--- src/rtl/iir_orde1_pkg.sv ---
// Shared definitions for the first-order IIR register block:
// register map, AXI response codes, FSM state types and the Q1.15 coefficient type.
package iir_orde1_pkg;

    localparam logic [2:0] REG_CTRL   = 3'd0;
    localparam logic [2:0] REG_A0     = 3'd1;
    localparam logic [2:0] REG_A1     = 3'd2;
    localparam logic [2:0] REG_B1     = 3'd3;
    localparam logic [2:0] REG_STATUS = 3'd4;
    localparam logic [2:0] REG_CNT    = 3'd5;

    localparam int CTRL_EN_BIT     = 0;
    localparam int CTRL_CLEAR_BIT  = 1;
    localparam int CTRL_COMMIT_BIT = 2;

    localparam logic [1:0] RESP_OKAY   = 2'b00;
    localparam logic [1:0] RESP_SLVERR = 2'b10;

    typedef enum logic {W_IDLE, W_RESP} w_state_t;
    typedef enum logic {R_IDLE, R_DATA} r_state_t;

    typedef logic signed [15:0] coef_t;

    // Byte-lane merge of a 16-bit register under the two low write strobes.
    function automatic coef_t merge_bytes(input coef_t old_val, input logic [15:0] new_val,
                                          input logic [1:0] strb);
        coef_t v;
        v = old_val;
        if (strb[0]) v[7:0]  = new_val[7:0];
        if (strb[1]) v[15:8] = new_val[15:8];
        return v;
    endfunction

endpackage

--- src/rtl/iir_coef_shadow.sv ---
// Shadow coefficient registers with an atomic commit into the core-facing set,
// taken on the next sample tick, or straight away while the filter is disabled.
module iir_coef_shadow
    import iir_orde1_pkg::*;
#(
    parameter logic [15:0] A0_RST = 16'd426,
    parameter logic [15:0] A1_RST = 16'd0,
    parameter logic [15:0] B1_RST = 16'd32342
) (
    input  logic        clk,
    input  logic        rst_n,
    input  logic        i_en,
    input  logic        i_sample_tick,
    input  logic        i_wr_a0,
    input  logic        i_wr_a1,
    input  logic        i_wr_b1,
    input  logic [15:0] i_wr_data,
    input  logic [1:0]  i_wr_strb,
    input  logic        i_commit,
    output logic        o_pending,
    output logic [15:0] o_sh_a0,
    output logic [15:0] o_sh_a1,
    output logic [15:0] o_sh_b1,
    output logic [15:0] o_a0,
    output logic [15:0] o_a1,
    output logic [15:0] o_b1
);

    coef_t r_sh_a0, r_sh_a1, r_sh_b1;
    coef_t r_a0, r_a1, r_b1;
    logic  r_pending;
    logic  w_transfer;

    assign w_transfer = r_pending & (i_sample_tick | ~i_en);

    always_ff @(posedge clk) begin
        if (!rst_n) begin
            r_sh_a0   <= A0_RST;
            r_sh_a1   <= A1_RST;
            r_sh_b1   <= B1_RST;
            r_a0      <= A0_RST;
            r_a1      <= A1_RST;
            r_b1      <= B1_RST;
            r_pending <= 1'b0;
        end else begin
            // NOTE: non-blocking assignments mean the transfer below copies the pre-write
            // shadow when a shadow write lands on the same edge.
            if (i_wr_a0) r_sh_a0 <= merge_bytes(r_sh_a0, i_wr_data, i_wr_strb);
            if (i_wr_a1) r_sh_a1 <= merge_bytes(r_sh_a1, i_wr_data, i_wr_strb);
            if (i_wr_b1) r_sh_b1 <= merge_bytes(r_sh_b1, i_wr_data, i_wr_strb);
            if (w_transfer) begin
                r_a0 <= r_sh_a0;
                r_a1 <= r_sh_a1;
                r_b1 <= r_sh_b1;
            end
            // A fresh commit outranks the clear so a later shadow update is not lost.
            if (i_commit)        r_pending <= 1'b1;
            else if (w_transfer) r_pending <= 1'b0;
        end
    end

    assign o_pending = r_pending;
    assign o_sh_a0   = r_sh_a0;
    assign o_sh_a1   = r_sh_a1;
    assign o_sh_b1   = r_sh_b1;
    assign o_a0      = r_a0;
    assign o_a1      = r_a1;
    assign o_b1      = r_b1;

endmodule

--- src/rtl/iir_orde1_axil_regs.sv ---
// AXI4-Lite register block for iir_orde1_core: control, shadow coefficients with
// tick-aligned commit, status and a free-running sample counter.
module iir_orde1_axil_regs
    import iir_orde1_pkg::*;
#(
    parameter int ADDR_WIDTH = 5,
    parameter int DATA_WIDTH = 32,
    parameter int A0_RST     = 426,
    parameter int A1_RST     = 0,
    parameter int B1_RST     = 32342
) (
    input  logic                    clk,
    input  logic                    rst_n,
    input  logic [ADDR_WIDTH-1:0]   s_awaddr,
    input  logic                    s_awvalid,
    output logic                    s_awready,
    input  logic [DATA_WIDTH-1:0]   s_wdata,
    input  logic [3:0]              s_wstrb,
    input  logic                    s_wvalid,
    output logic                    s_wready,
    output logic [1:0]              s_bresp,
    output logic                    s_bvalid,
    input  logic                    s_bready,
    input  logic [ADDR_WIDTH-1:0]   s_araddr,
    input  logic                    s_arvalid,
    output logic                    s_arready,
    output logic [DATA_WIDTH-1:0]   s_rdata,
    output logic [1:0]              s_rresp,
    output logic                    s_rvalid,
    input  logic                    s_rready,
    input  logic                    sample_tick,
    output logic                    en,
    output logic                    clear_state,
    output logic [15:0]             a0,
    output logic [15:0]             a1,
    output logic [15:0]             b1
);

    localparam int IDX_W = ADDR_WIDTH - 2;

    w_state_t         r_wstate;
    logic             r_awready, r_wready, r_bvalid;
    logic [1:0]       r_bresp;
    logic [IDX_W-1:0] r_aw_idx;
    logic [15:0]      r_wdata;
    logic [1:0]       r_wstrb;

    r_state_t         r_rstate;
    logic             r_arready, r_rvalid;
    logic [1:0]       r_rresp;
    logic [31:0]      r_rdata;

    logic             r_en, r_clear_state;
    logic [31:0]      r_sample_cnt;

    logic             w_aw_hs, w_w_hs, w_do_write;
    logic [IDX_W-1:0] w_aw_idx, w_ar_idx;
    logic [15:0]      w_wdata;
    logic [1:0]       w_wstrb;
    logic             w_sel_ctrl, w_sel_a0, w_sel_a1, w_sel_b1, w_wr_ok;
    logic             w_ctrl_wr, w_clear, w_commit;
    logic [31:0]      w_rd_data;
    logic [1:0]       w_rd_resp;
    logic             w_pending;
    logic [15:0]      w_sh_a0, w_sh_a1, w_sh_b1;
    logic             w_unused;

    // Address and data may come from this cycle's handshake or from an earlier held beat.
    assign w_aw_hs    = s_awvalid & r_awready;
    assign w_w_hs     = s_wvalid & r_wready;
    assign w_aw_idx   = w_aw_hs ? s_awaddr[ADDR_WIDTH-1:2] : r_aw_idx;
    assign w_wdata    = w_w_hs ? s_wdata[15:0] : r_wdata;
    assign w_wstrb    = w_w_hs ? s_wstrb[1:0] : r_wstrb;
    assign w_do_write = (r_wstate == W_IDLE) & (w_aw_hs | ~r_awready) & (w_w_hs | ~r_wready);

    always_comb begin
        // NOTE: every signal gets a default first so no path through the case infers a latch.
        w_sel_ctrl = 1'b0;
        w_sel_a0   = 1'b0;
        w_sel_a1   = 1'b0;
        w_sel_b1   = 1'b0;
        case (w_aw_idx)
            IDX_W'(REG_CTRL): w_sel_ctrl = 1'b1;
            IDX_W'(REG_A0):   w_sel_a0   = 1'b1;
            IDX_W'(REG_A1):   w_sel_a1   = 1'b1;
            IDX_W'(REG_B1):   w_sel_b1   = 1'b1;
            default: ;
        endcase
        w_wr_ok = w_sel_ctrl | w_sel_a0 | w_sel_a1 | w_sel_b1;
    end

    assign w_ctrl_wr = w_do_write & w_sel_ctrl & w_wstrb[0];
    assign w_clear   = w_ctrl_wr & w_wdata[CTRL_CLEAR_BIT];
    assign w_commit  = w_ctrl_wr & w_wdata[CTRL_COMMIT_BIT];

    assign w_ar_idx = s_araddr[ADDR_WIDTH-1:2];

    always_comb begin
        w_rd_data = '0;
        w_rd_resp = RESP_OKAY;
        case (w_ar_idx)
            IDX_W'(REG_CTRL):   w_rd_data = {31'b0, r_en};
            IDX_W'(REG_A0):     w_rd_data = {{16{w_sh_a0[15]}}, w_sh_a0};
            IDX_W'(REG_A1):     w_rd_data = {{16{w_sh_a1[15]}}, w_sh_a1};
            IDX_W'(REG_B1):     w_rd_data = {{16{w_sh_b1[15]}}, w_sh_b1};
            IDX_W'(REG_STATUS): w_rd_data = {31'b0, w_pending};
            IDX_W'(REG_CNT):    w_rd_data = r_sample_cnt;
            default:            w_rd_resp = RESP_SLVERR;
        endcase
    end

    always_ff @(posedge clk) begin
        if (!rst_n) begin
            r_wstate  <= W_IDLE;
            r_awready <= 1'b1;
            r_wready  <= 1'b1;
            r_bvalid  <= 1'b0;
            r_bresp   <= RESP_OKAY;
            r_aw_idx  <= '0;
            r_wdata   <= '0;
            r_wstrb   <= '0;
        end else begin
            case (r_wstate)
                W_IDLE: begin
                    if (w_aw_hs) begin
                        r_aw_idx  <= s_awaddr[ADDR_WIDTH-1:2];
                        r_awready <= 1'b0;
                    end
                    if (w_w_hs) begin
                        r_wdata  <= s_wdata[15:0];
                        r_wstrb  <= s_wstrb[1:0];
                        r_wready <= 1'b0;
                    end
                    if (w_do_write) begin
                        r_bvalid  <= 1'b1;
                        r_bresp   <= w_wr_ok ? RESP_OKAY : RESP_SLVERR;
                        r_awready <= 1'b0;
                        r_wready  <= 1'b0;
                        r_wstate  <= W_RESP;
                    end
                end
                W_RESP: begin
                    if (s_bready) begin
                        r_bvalid  <= 1'b0;
                        r_awready <= 1'b1;
                        r_wready  <= 1'b1;
                        r_wstate  <= W_IDLE;
                    end
                end
            endcase
        end
    end

    always_ff @(posedge clk) begin
        if (!rst_n) begin
            r_rstate  <= R_IDLE;
            r_arready <= 1'b1;
            r_rvalid  <= 1'b0;
            r_rresp   <= RESP_OKAY;
            r_rdata   <= '0;
        end else begin
            case (r_rstate)
                R_IDLE: begin
                    if (s_arvalid) begin
                        r_rdata   <= w_rd_data;
                        r_rresp   <= w_rd_resp;
                        r_rvalid  <= 1'b1;
                        r_arready <= 1'b0;
                        r_rstate  <= R_DATA;
                    end
                end
                R_DATA: begin
                    if (s_rready) begin
                        r_rvalid  <= 1'b0;
                        r_arready <= 1'b1;
                        r_rstate  <= R_IDLE;
                    end
                end
            endcase
        end
    end

    // CLEAR outranks the tick increment; clear_state follows the write by one edge.
    always_ff @(posedge clk) begin
        if (!rst_n) begin
            r_en          <= 1'b0;
            r_clear_state <= 1'b0;
            r_sample_cnt  <= '0;
        end else begin
            if (w_ctrl_wr) r_en <= w_wdata[CTRL_EN_BIT];
            r_clear_state <= w_clear;
            if (w_clear)                  r_sample_cnt <= '0;
            else if (sample_tick && r_en) r_sample_cnt <= r_sample_cnt + 32'd1;
        end
    end

    iir_coef_shadow #(
        .A0_RST (16'(A0_RST)),
        .A1_RST (16'(A1_RST)),
        .B1_RST (16'(B1_RST))
    ) u_coef_shadow (
        .clk           (clk),
        .rst_n         (rst_n),
        .i_en          (r_en),
        .i_sample_tick (sample_tick),
        .i_wr_a0       (w_do_write & w_sel_a0),
        .i_wr_a1       (w_do_write & w_sel_a1),
        .i_wr_b1       (w_do_write & w_sel_b1),
        .i_wr_data     (w_wdata),
        .i_wr_strb     (w_wstrb),
        .i_commit      (w_commit),
        .o_pending     (w_pending),
        .o_sh_a0       (w_sh_a0),
        .o_sh_a1       (w_sh_a1),
        .o_sh_b1       (w_sh_b1),
        .o_a0          (a0),
        .o_a1          (a1),
        .o_b1          (b1)
    );

    assign w_unused = ^{s_awaddr[1:0], s_araddr[1:0], s_wdata[DATA_WIDTH-1:16], s_wstrb[3:2]};

    assign s_awready   = r_awready;
    assign s_wready    = r_wready;
    assign s_bvalid    = r_bvalid;
    assign s_bresp     = r_bresp;
    assign s_arready   = r_arready;
    assign s_rvalid    = r_rvalid;
    assign s_rresp     = r_rresp;
    assign s_rdata     = r_rdata;
    assign en          = r_en;
    assign clear_state = r_clear_state;

endmodule

--- config.mk ---
export PLATFORM = sky130hd
export DESIGN_NAME = iir_orde1_axil_regs
export DESIGN_NICKNAME = d
export VERILOG_FILES = /design/src/rtl/iir_orde1_pkg.sv /design/src/rtl/iir_coef_shadow.sv /design/src/rtl/iir_orde1_axil_regs.sv
export SDC_FILE = /design/constraint.sdc
export NUM_CORES = 1
export LEC_CHECK = 0
export BUFFER_PORTS_ARGS = -buffer_cell sky130_fd_sc_hd__buf_2
export CAP_MARGIN = 20
export CORE_UTILIZATION = 56
export CTS_BUF_LIST = sky130_fd_sc_hd__clkbuf_4 sky130_fd_sc_hd__clkbuf_8 sky130_fd_sc_hd__clkbuf_16
export CTS_CLUSTER_DIAMETER = 200
export DETAILED_ROUTE_END_ITERATION = 7
export GPL_TIMING_DRIVEN = 0
export PLACE_DENSITY_LB_ADDON = 0.1
export REMOVE_ABC_BUFFERS = 1
export SLEW_MARGIN = 5
export SYNTH_ARGS = -nofsm -noshare
export SYNTH_HDL_FRONTEND = slang
export SYNTH_SLANG_ARGS = --single-unit
export TNS_END_PERCENT = 50
--- constraint.sdc ---
create_clock -name clk -period 3 [get_ports clk]
set_clock_uncertainty 0.1 [all_clocks]
set_input_delay 0.15 -clock clk [delete_from_list [all_inputs] [get_ports clk]]
set_output_delay 0.15 -clock clk [all_outputs]
set_load 0.02 [all_outputs]
==> results of run 1 <==
[cell type report]
| cell class | instances | area [um2] | area share, % |
|---|---|---|---|
| Clock buffer | 25 | 516.7 | 5.210 |
| Clock inverter | 7 | 73.82 | 0.7443 |
| Inverter | 7 | 28.78 | 0.2901 |
| Multi-Input combinational cell | 690 | 4182 | 42.16 |
| Sequential cell | 193 | 3864 | 38.96 |
| Tap cell | 184 | 230.2 | 2.321 |
| Timing Repair Buffer | 156 | 1023 | 10.32 |
[worst min-delay path by stage]
| stage | from | end | slack, ns | depth (start not counted) |
|---|---|---|---|---|
| floorplan | rst_n | s_awready | 0.11 | 1 |
| global placement | s_wdata[8] | r_wdata[8] | 0.30 | 3 |
| detailed placement | s_wdata[9] | r_wdata[9] | 0.31 | 3 |
| CTS | s_wvalid | s_wready | 0.01 | 3 |
| global route | s_wvalid | s_wready | 0.03 | 3 |
| finish | s_wvalid | s_wready | 0.02 | 3 |
[worst reg2reg max path: stages (launching register included)]
cell and delay [ns]:
dfxtp_1 0.60, a2111o_2 0.87, o41ai_4 0.52, buf_8 0.21
buf_8 0.16, a21oi_1 0.05
[per-layer routing]
metal | up-vias | track usage [%] | share of wire (%)
li1 | 3739 | - | -
met1 | 3726 | 40.52 | 45
met2 | 305 | 47.06 | 47
met3 | 31 | 5.799 | 6.4
met4 | 0 | 11.20 | 1.6
met5 | - | 0 | 0
[power breakdown]
group / switching, mW / internal [mW] / total [mW]
sequential: 0.0420 / 2.61 / 2.65
combinational: 0.378 / 0.186 / 0.564
clock: 0.975 / 1.28 / 2.26
total: 1.39 / 4.08 / 5.47
[flip-flops by register name (all words and copies together) (netlist names), 2 cells and up]
signal / cells
u_coef_shadow.o_sh_a1: 16
u_coef_shadow.o_a1: 16
u_coef_shadow.o_sh_a0: 16
r_sample_cnt: 32
u_coef_shadow.o_sh_b1: 16
s_rdata: 32
r_aw_idx: 3
r_wstrb: 2
u_coef_shadow.o_a0: 16
r_wdata: 16
u_coef_shadow.o_b1: 16
[kinds of logic (layout without fill, tap and decap cells)]
logic type / after synthesis / count (layout) / synth area share [%]
AO/OA/AOI/OAI: 274 / 274 / 21.96
XOR/XNOR: 12 / 12 / 1.251
adder cells (fa/ha/maj): 1 / 1 / 0.1489
buffers and inverters: 98 / 195 / 4.854
flip-flops: 193 / 193 / 45.98
multiplexers: 38 / 38 / 4.943
other: 1 / 2 / 0.04463
AND/OR/NAND/NOR: 363 / 363 / 20.82
[stage by stage]
| step | std cells | hold WS, ns | TNS (ns) | util, % | total power, mW |
|---|---|---|---|---|---|
| after floorplan | 890 | 0.1119 | -0.04712 | - | 3.000 |
| after global placement | 1194 | 0.3041 | -71.89 | 60.70 | 3.187 |
| after detailed placement | 1204 | 0.3129 | -0.04259 | 62.08 | 3.229 |
| after CTS | 1259 | 0.01164 | 0 | 67.72 | 5.473 |
| after global routing | 1262 | 0.03075 | 0 | 67.98 | 5.639 |
| final | 1262 | 0.01916 | 0 | 67.98 | 5.474 |
[cell usage after synthesis, types with 6 or more instances]
master and number:
o31ai_1 14, a2bb2oi_1 17, dfxtp_1 193, nand2_1 182, inv_1 6, nor4_1 36
nor2_1 27, nor3_1 19, o21ai_0 57, nor2b_1 6, xor2_1 8, or4_1 13
nand4_1 9, a21oi_1 74, clkbuf_1 68, or3_1 6, nand3_1 35, o2bb2ai_1 14
mux2_2 18, o311a_1 16, buf_1 10, buf_2 7, and4_1 6, a31oi_1 34
mux2i_1 19, o21bai_1 16, a22oi_1 14
[timing repair]
item | in CTS | in global routing
endpoints found under the setup margin | 13 | 4
setup buffers | 0 | 1
gates resized for setup | 1 | 0
hold endpoints to repair | 27 | 0
pin swaps | 0 | 1
cloned | 0 | 0
hold buffers | 23 | 0
==> impl_metrics.toml, run 1 <==
[finish]
num_antenna_cells = 0
final_area_um2 = 9918
fin_nets = 1120
drive_gt1_share_pct = 19.39
final_common_cell = "dfxtp_1"
fillerInstances = 1183
mostFrequentLayoutCells = "dfxtp_1, nand2_1, buf_2"
area_growth_pct = 18.03

[critical_path]
cp-end-kind = "flip-flop"
path_buf_inv = 2
r2r_cells = 5
endpoint = "r_sample_cnt[15]"
crit_top_cell = "buf_8"
critPathLaunch = "r_wstate"
rr_startpoint = "r_wstate"
required_ns = 3.22
critPathMaxStageDelay_ns = 0.87
ff2ff_setup_slack_ns = 0.38
r2r-end = "r_sample_cnt[15]"
start_kind = "flip-flop"
worstPathCellList = "a2111o_2, o41ai_4, buf_8, buf_8, a21oi_1"
worst_ep_arrival_time_ns = 2.84
path_max_fanout = 35
crit_type = "flip-flop to flip-flop"
cp_num_cells = 5
cp_top_family = "compound AO/OA/AOI/OAI gates"
slowest_stage = "a2111o_2"

[synthesis]
syn_area_um2 = 8403
ys_types = 58
synth_area_leaders = "dfxtp_1, nand2_1, a21oi_1"
ys_ff_latch = 193
syn_inst = 980
async_flop_share_pct = 0
synth_top_area_share_pct = 45.98
yosys_warnings = 0
yosys_most_used_dff = "dfxtp_1"
ys_seq_area_share_pct = 45.98
synth-edff-count = 0
avgSynthCellArea_um2 = 8.575
yosys.area.top_type = "dfxtp_1"

[timing]
report.final.slew_viol_count = 0
hold_viol = 0
fin_crit_sh_pct = 87.40
worst_slack_ns = 0.3779
final-setup-viol-count = 0
fin_crit_ns = 2.622
slew_headroom_pct = 26.82
worst_pin_slew_ns = 1.098
fmax_mhz = 381.4
rsz0062_at_grt = "no"

[floorplanning]
die_x_um = 124.5
initial_utilization_pct = 57.60
die_h_um = 124.5
io_pins = 145
die_area_um2 = 15500
coreArea_um2 = 14590
rows = 44

[grt]
antenna_found_initial = 0
grt.total_usage_pct = 29.88
grt_max_degree = 81
grt_first_pass_wirelength_um = 37380
grt_overflow = 0
grt_pass1_vias = 7358

[status]
status = "finished, final reports clean"

[placement]
dp_hpwl_um = 13920
portBuffers = 120
dpl_cell_area_um2 = 9057
pre_cts_slack_ns = -0.01056
gp_congestion = 0.7695

[drt]
drc_errors = 0
initialDrtViolationCount = 688
wl_um = 22860
viasPerCell = 6.181
vias = 7801
antenna_left = 0
dr.pass1.iters = 5
wl_per_cell_um = 18.11

[power]
power.leakage_nw = 3.689
p_per_area_nw_per_um2 = 551.9
max-vdd-ir-drop_uv = 445.3

[clock_tree]
clockRootBuffer = "clkbuf_16"
clkLatencyLatePin_ns = 0.44
htreeDepth = 4
cts_tree = "built"
cts-buffers-inserted = 17
clock_tree.buffer_depth = 2
cts.sinks = 193
clk_pin_slew_ns = 0.07

[hold_path]
hold_path.class = "input port to flip-flop"

[job]
cap_violations = 0
Power figures use the tool's default switching activity.
==> run 2, diff against run 1 <==
Settings changed: RECOVER_POWER set to 100.
==> impl_metrics.toml, run 2 (synthesis gave the netlist of run 1 again) <==
[timing]
fmax_mhz = 374.5
worst_pin_slew_ns = 1.076
final-setup-viol-count = 0
report.final.slew_viol_count = 0
worst_slack_ns = 0.3296
rsz0062_at_grt = "no"
hold_viol = 0
fin_crit_sh_pct = 89.01
fin_crit_ns = 2.670
whs_ns = 0.01474
slew_headroom_pct = 28.28

[floorplanning]
die_x_um = 124.5
die_area_um2 = 15500
rows = 44
coreArea_um2 = 14590
die_h_um = 124.5
initial_utilization_pct = 57.60
io_pins = 145

[clock_tree]
clkLatencyLatePin_ns = 0.44
cts_tree = "built"
htreeDepth = 4
clockRootBuffer = "clkbuf_16"
clk_pin_slew_ns = 0.07
clock_tree.buffer_depth = 2
cts-buffers-inserted = 17
cts.sinks = 193

[power]
max-vdd-ir-drop_uv = 444.6
power.leakage_nw = 3.342
finalPower_mw = 5.470
p_per_area_nw_per_um2 = 560.0

[finish]
final_common_cell = "dfxtp_1"
area_growth_pct = 16.24
fillerInstances = 1250
drive_gt1_share_pct = 10.39
num_antenna_cells = 0
final_core_util_pct = 66.96
mostFrequentLayoutCells = "dfxtp_1, nand2_1, clkbuf_1"
fin_nets = 1120
final_area_um2 = 9768

[critical_path]
ff2ff_setup_slack_ns = 0.33
worst_ep_arrival_time_ns = 2.88
cp-end-kind = "flip-flop"
crit_type = "flip-flop to flip-flop"
rr_startpoint = "r_wstate"
start_kind = "flip-flop"
required_ns = 3.21
path_max_fanout = 35
r2r_cells = 4
r2r-end = "r_sample_cnt[3]"

[placement]
dp_hpwl_um = 13920
pre_cts_slack_ns = -0.01056
portBuffers = 120
dpl_cell_area_um2 = 9057
gp_congestion = 0.7695

[grt]
grt_max_degree = 81
grt_overflow = 0
grt.total_usage_pct = 29.88
grt_pass1_vias = 7358
antenna_found_initial = 0
grt_first_pass_wirelength_um = 37380

[status]
status = "finished, final reports clean"

[drt]
drc_errors = 0
antenna_left = 0
dr.pass1.iters = 5
viasPerCell = 6.188
initialDrtViolationCount = 705
wl_um = 22920
vias = 7809
wl_per_cell_um = 18.16

[hold_path]
hp-start = "s_wvalid"
holdPathEnd = "s_wready"
hold_path.class = "input port to flip-flop"
worstHoldPathCells = 3

[job]
cap_violations = 0
[run 2: worst max path at each step]
stage          cells after the start               end  startpoint  slack [ns]
2_1_floorplan                      4  r_sample_cnt[29]    s_wready       -0.05
3_3_place_gp                       5       s_rdata[28]       rst_n       -1.41
4_1_cts                            5  r_sample_cnt[28]    r_wstate        0.14
3_5_place_dp                       6  r_sample_cnt[24]   s_awready       -0.01
6_report                           4   r_sample_cnt[3]    r_wstate        0.33
5_1_grt                            5  r_sample_cnt[18]   s_awready        0.20
[run 2: routing by layer]
metal | GRT usage, % | part of all wire (%) | wire (um)
met1 | 40.52 | 45 | 10400
met2 | 47.06 | 46 | 10640
met3 | 5.799 | 6.3 | 1453
met4 | 11.20 | 1.8 | 421
met5 | 0 | 0 | 0
[run 2: through the flow]
stage | std cells | setup TNS (ns)
after global placement | 1194 | -71.89
after floorplan | 890 | -0.04712
final | 1262 | 0
after detailed placement | 1204 | -0.04259
after CTS | 1259 | 0
after global routing | 1262 | 0
[run 2: critical path, stage by stage (launching register included)]
cell	delay, ns
dfxtp_1	0.60
a2111o_2	0.88
o41ai_4	0.50
clkbuf_1	0.35
nor2_1	0.10
[run 2: area by class of cell]
type | count | area, um2 | area share (%)
multi-input cells | 690 | 4173 | 42.72
flip-flops and latches | 193 | 3864 | 39.55
repair buffers | 156 | 882.1 | 9.030
clock buffers | 25 | 516.7 | 5.290
well taps | 184 | 230.2 | 2.357
clock inverters | 7 | 73.82 | 0.7557
inverters | 7 | 28.78 | 0.2946
[run 2: repair_timing]
action / 4_1_cts / 5_1_grt
gates cloned: 0 / 0
buffers inserted: 0 / 1
gates resized for setup: 1 / 0
pin swaps: 0 / 1
endpoints found under the hold margin: 27 / 0
endpoints found under the setup margin: 13 / 4
hold buffers: 23 / 0
[run 2: power breakdown]
group	switching [mW]	internal, mW
Clock	0.978	1.28
Sequential	0.0428	2.61
Combinational	0.378	0.178
Total	1.40	4.07
